[config.mk]
export PLATFORM = sky130hd
export DESIGN_NAME = md_stall_ctrl
export DESIGN_NICKNAME = d
export VERILOG_FILES = /design/src/rtl/md_ctrl_pkg.sv /design/src/rtl/md_latency_counter.sv /design/src/rtl/md_stall_ctrl.sv
export SDC_FILE = /design/constraint.sdc
export NUM_CORES = 1
export LEC_CHECK = 0
export BUFFER_PORTS_ARGS = -buffer_cell sky130_fd_sc_hd__buf_2
export CORE_UTILIZATION = 40
export CTS_BUF_LIST = sky130_fd_sc_hd__clkbuf_4 sky130_fd_sc_hd__clkbuf_8 sky130_fd_sc_hd__clkbuf_16
export DETAILED_ROUTE_END_ITERATION = 10
export PLACE_DENSITY_LB_ADDON = 0.2
export SLEW_MARGIN = 20
export SYNTH_ARGS = -nofsm -noshare
export SYNTH_HDL_FRONTEND = slang
export SYNTH_SLANG_ARGS = --single-unit
[constraint.sdc]
create_clock -name clk -period 3.7 [get_ports clk]
set_clock_uncertainty 0.15 [all_clocks]
set_input_delay 0.37 -clock clk [delete_from_list [all_inputs] [get_ports clk]]
set_output_delay 0.37 -clock clk [all_outputs]
set_load 0.01 [all_outputs]
[src/rtl/md_ctrl_pkg.sv]
// Shared definitions for the multiply/divide stall controller.
//   - MD opcode encodings as seen on E_md_op / md_op
//   - FSM state enum
//   - default busy latencies for mult/multu and div/divu
package md_ctrl_pkg;

  localparam logic [1:0] MD_MULT  = 2'b00;
  localparam logic [1:0] MD_MULTU = 2'b01;
  localparam logic [1:0] MD_DIV   = 2'b10;
  localparam logic [1:0] MD_DIVU  = 2'b11;

  localparam int MULT_CYCLES_DEF = 5;
  localparam int DIV_CYCLES_DEF  = 10;

  typedef enum logic {
    IDLE = 1'b0,
    BUSY = 1'b1
  } md_state_e;

  // Divides are distinguished from multiplies by the upper opcode bit.
  function automatic logic md_is_div(input logic [1:0] op);
    return op[1];
  endfunction

endpackage

[src/rtl/md_latency_counter.sv]
// Loadable down-counter that times one MD operation.
// Ports:
//   clk, reset   clock / asynchronous active-high reset
//   load_i       load load_val_i this edge (takes priority over counting)
//   load_val_i   busy latency of the operation being started
//   en_i         decrement this edge (saturates at zero, never wraps)
//   last_o       counter holds 1: current cycle is the final busy cycle
module md_latency_counter #(
  parameter int W = 4
) (
  input  logic         clk,
  input  logic         reset,
  input  logic         load_i,
  input  logic [W-1:0] load_val_i,
  input  logic         en_i,
  output logic         last_o
);

  logic [W-1:0] cnt_q;

  // NOTE: clocked state uses non-blocking assignments so every register
  // samples pre-edge values regardless of process evaluation order.
  always_ff @(posedge clk or posedge reset) begin
    if (reset) begin
      cnt_q <= '0;
    end else if (load_i) begin
      cnt_q <= load_val_i;
    end else if (en_i && (cnt_q != '0)) begin
      cnt_q <= cnt_q - 1'b1;
    end
  end

  assign last_o = (cnt_q == W'(1));

endmodule

[src/rtl/md_stall_ctrl.sv]
// Sequencer for the shared multiply/divide unit of the 5-stage pipeline.
// Tracks MD occupancy, strobes the HI/LO write on the final busy cycle and
// merges the MD hazard stall with the external data-hazard stall to drive
// the F/D/E pipeline-register controls.
// Ports:
//   clk, reset      pipeline clock / asynchronous active-high reset
//   E_md_start      MD instruction valid in E (sampled with E_md_op, E_div_zero)
//   E_md_op         00 mult, 01 multu, 10 div, 11 divu
//   E_div_zero      divisor is zero
//   D_md_use        instruction in D touches the MD unit or HI/LO
//   D_stall_data    external data-hazard stall
//   md_busy         MD unit occupied
//   md_op           op latched for the running (or last) operation
//   hilo_we         one-cycle HI/LO write strobe
//   stall           global stall
//   F_PC_en, D_REG_en, E_REG_flush   pipeline controls derived from stall
//   md_err          sticky: start seen while busy
module md_stall_ctrl
  import md_ctrl_pkg::*;
#(
  parameter int MULT_CYCLES = MULT_CYCLES_DEF,
  parameter int DIV_CYCLES  = DIV_CYCLES_DEF
) (
  input  logic       clk,
  input  logic       reset,
  input  logic       E_md_start,
  input  logic [1:0] E_md_op,
  input  logic       E_div_zero,
  input  logic       D_md_use,
  input  logic       D_stall_data,
  output logic       md_busy,
  output logic [1:0] md_op,
  output logic       hilo_we,
  output logic       stall,
  output logic       F_PC_en,
  output logic       D_REG_en,
  output logic       E_REG_flush,
  output logic       md_err
);

  localparam int CNT_W = $clog2(DIV_CYCLES + 1);
  localparam logic [CNT_W-1:0] MULT_LOAD = CNT_W'(MULT_CYCLES);
  localparam logic [CNT_W-1:0] DIV_LOAD  = CNT_W'(DIV_CYCLES);

  md_state_e  state_q, state_d;
  logic [1:0] op_q, op_d;
  logic       dz_q, dz_d;
  logic       err_q, err_d;
  logic       cnt_load;
  logic       cnt_last;
  logic [CNT_W-1:0] cnt_load_val;
  logic       md_stall;

  assign cnt_load_val = md_is_div(E_md_op) ? DIV_LOAD : MULT_LOAD;

  md_latency_counter #(
    .W(CNT_W)
  ) u_cnt (
    .clk        (clk),
    .reset      (reset),
    .load_i     (cnt_load),
    .load_val_i (cnt_load_val),
    .en_i       (md_busy),
    .last_o     (cnt_last)
  );

  always_ff @(posedge clk or posedge reset) begin
    if (reset) begin
      state_q <= IDLE;
      op_q    <= MD_MULT;
      dz_q    <= 1'b0;
      err_q   <= 1'b0;
    end else begin
      state_q <= state_d;
      op_q    <= op_d;
      dz_q    <= dz_d;
      err_q   <= err_d;
    end
  end

  // NOTE: every signal written here gets a default first so no path can
  // leave it unassigned and infer a latch.
  always_comb begin
    state_d  = state_q;
    op_d     = op_q;
    dz_d     = dz_q;
    err_d    = err_q;
    cnt_load = 1'b0;
    unique case (state_q)
      IDLE: begin
        if (E_md_start) begin
          state_d  = BUSY;
          op_d     = E_md_op;
          dz_d     = E_div_zero;
          cnt_load = 1'b1;
        end
      end
      BUSY: begin
        // A second start cannot be queued: it is dropped and flagged.
        if (E_md_start) err_d = 1'b1;
        if (cnt_last)   state_d = IDLE;
      end
      default: state_d = IDLE;
    endcase
  end

  assign md_busy = (state_q == BUSY);
  assign md_op   = op_q;
  assign md_err  = err_q;

  // Divide-by-zero leaves HI/LO untouched but keeps the normal busy window.
  assign hilo_we = md_busy & cnt_last & ~(md_is_div(op_q) & dz_q);

  // Start in E counts immediately so D cannot slip past the op being issued.
  assign md_stall    = D_md_use & (E_md_start | md_busy);
  assign stall       = D_stall_data | md_stall;
  assign F_PC_en     = ~stall;
  assign D_REG_en    = ~stall;
  assign E_REG_flush = stall;

endmodule
==> impl_metrics.json <==
{
  "dieWidth_um": 38.8,
  "crit_path_end": "F_PC_en",
  "drt_iter0_drc": 9,
  "rr_endpoint": "u_cnt.cnt_q[0]",
  "path_clk_slew_ps": 60,
  "port_buffers": 16,
  "finalSetupViolations": 0,
  "clk_latency_ps": 260,
  "worstPathMaxFanout": 11,
  "setup_tns_ps": 0,
  "h-tree-depth": 1,
  "worstSetupStartpointType": "flop",
  "via_count": 421,
  "initial_core_util_pct": 45.8,
  "async_flop_share_pct": 100,
  "final.period_utilization_pct": 53.0,
  "yosysMostFrequentCell": "dfrtp_1",
  "nFillCells": 107,
  "drive_above_1_share_pct": 44.1,
  "slew_viol_final": 0,
  "peakVddDrop_v": 0.000405,
  "critPathRequiredTime_ps": 3180,
  "synth-seq-cells": 9,
  "cts_root_buf": "clkbuf_4",
  "postCtsSetupRepairBufs": 0,
  "worst_pin_slew_ps": 335,
  "cp_data_arrival_time_ps": 1440,
  "io_pins": 17,
  "dp.final_hpwl_um": 737,
  "core_um2": 1190,
  "maxCapViolCount": 0,
  "viasPerCell": 5.13,
  "synthTopCellsByCount": "dfrtp_1, inv_1, ha_1",
  "grt_pass1_vias": 358,
  "syn_nets": 61,
  "critPathKind": "reg -> out",
  "wl_per_cell_um": 11.6,
  "cts.repair.resized": 0,
  "ant_nets": 0,
  "fmax_mhz": 510,
  "drt-total-wl_um": 955,
  "r2r_setup_slack_ps": 2150,
  "timing.rr.start": "md_busy",
  "grt_overflow": 0,
  "fin_util_pct": 55.2,
  "area_growth_pct": 20.5,
  "synth_top_area_cell": "dfrtp_1",
  "hold_violations": 0,
  "grt_usage_pct": 15.9,
  "yosysSeqAreaShare_pct": 41.5,
  "status": "completed",
  "nets": 80,
  "yosys_most_used_dff": "dfrtp_1",
  "synth_top_cell_area_share_pct": 41.5,
  "min_period_ps": 1960,
  "postCtsHoldBufs": 1,
  "clock_sinks": 9,
  "syn_inst": 50,
  "clock_path_buffers": 2,
  "grt_pass1_wl_mm": 1.51,
  "r2r_cells": 3,
  "drc_errors": 0,
  "synth_area_um2": 543,
  "dieArea_um2": 1510,
  "antenna_cells": 0,
  "cts_tree": "yes",
  "leakage_uw": 0.000325,
  "place.gp.congestion": 0.864,
  "synth.distinct_cells": 26,
  "synth-edff-count": 0,
  "dr.pass1.iters": 4,
  "endpoint_kind": "output port",
  "avgSynthCellArea_um2": 10.9,
  "antenna_found_initial": 0,
  "crit_path_start": "md_busy",
  "rsz0062_at_grt": "false",
  "slew-limit-headroom_pct": 77.6,
  "yosysWarningCount": 0,
  "cts_made_buffers": 3,
  "yosys-top-cells-area": "dfrtp_1, ha_1, mux2_4, inv_1, mux2_2",
  "hp-class": "in -> reg",
  "num_rows": 12,
  "grt_max_degree": 12,
  "die_h_um": 38.8,
  "power_density_nw_per_um2": 745
}
-- power by group --
part | switching (uW) | internal (uW) | total, uW
clock network | 32.5 | 48.8 | 81.2
logic | 105 | 123 | 228
registers | 36.4 | 142 | 178
-- cell families (layout without fill, tap and decap cells) --
logic type | Yosys count | in the layout | share of synthesized area (%)
buffers and inverters | 10 | 28 | 9.68
multiplexers | 4 | 4 | 9.68
adder cells (fa/ha/maj) | 3 | 3 | 6.91
AND/OR/NAND/NOR | 12 | 12 | 14.5
flip-flops | 9 | 9 | 41.5
AO/OA/AOI/OAI | 12 | 12 | 17.7
-- registers in the layout (all words and copies together), names as in the netlist --
register / flops
dz_q: 1
md_busy: 1
md_err: 1
md_op: 2
u_cnt.cnt_q: 4
-- metal layers --
| layer | up-vias | part of all wire [%] | track usage [%] |
|---|---|---|---|
| li1 | 209 | - | - |
| met1 | 192 | 46 | 18.8 |
| met2 | 20 | 45 | 24.2 |
| met3 | 0 | 9.0 | 8.67 |
| met4 | 0 | 0 | 5.17 |
| met5 | - | 0 | 0 |
-- final cells by class --
cell class | count | area (um^2) | share of cell area (%)
flip-flops and latches | 9 | 225 | 34.4
clock buffers | 4 | 30.0 | 4.59
multi-input cells | 31 | 265 | 40.5
repair buffers | 17 | 90.1 | 13.8
inverters | 7 | 26.3 | 4.02
well taps | 14 | 17.5 | 2.68
-- worst max-delay path: stages, from the launching register on --
cell and delay [ps]:
dfrtp_1 490, or2_2 320, a21o_1 200, inv_1 60, buf_2 120
-- how the worst min path moves through the flow --
stage | from | end | slack [ps] | depth (start not counted)
after floorplan | reset | dz_q | 50 | 1
after global routing | E_div_zero | dz_q | 190 | 2
after CTS | E_div_zero | dz_q | 190 | 2
after global placement | reset | u_cnt.cnt_q[3] | 190 | 2
final | E_md_op[0] | md_op[0] | 200 | 2
after detailed placement | reset | md_op[0] | 190 | 2
-- layout by cell type (no fill, tap or decap) --
cell type	count
buf_2	16
nand2_1	2
a31oi_1	2
o2bb2ai_1	1
mux2_4	2
nor3_1	1
nand3b_1	1
and2b_4	2
and4_2	1
clkbuf_4	4
nor2b_1	2
a31oi_4	1
a21oi_1	1
nor2_1	1
a21o_2	1
mux2_2	2
a211o_1	1
inv_1	7
a21o_1	1
or3_1	1
dfrtp_1	9
o31ai_1	1
dlygate4sd3_1	1
o21ai_0	2
ha_1	3
o22ai_1	1
or2_2	1
-- per-stage QoR --
stage | worst slack, ps | area, um^2 | total power [uW] | hold slack (ps) | std cells
after floorplan | 1900 | 543 | 360 | 47.9 | 50
after global placement | 2020 | 614 | 404 | 190 | 77
after detailed placement | 2000 | 614 | 407 | 188 | 77
after CTS | 1730 | 654 | 495 | 188 | 82
after global routing | 1670 | 654 | 526 | 188 | 82
final | 1740 | 654 | 487 | 200 | 82
No activity file was read; power rests on OpenSTA's default activity.
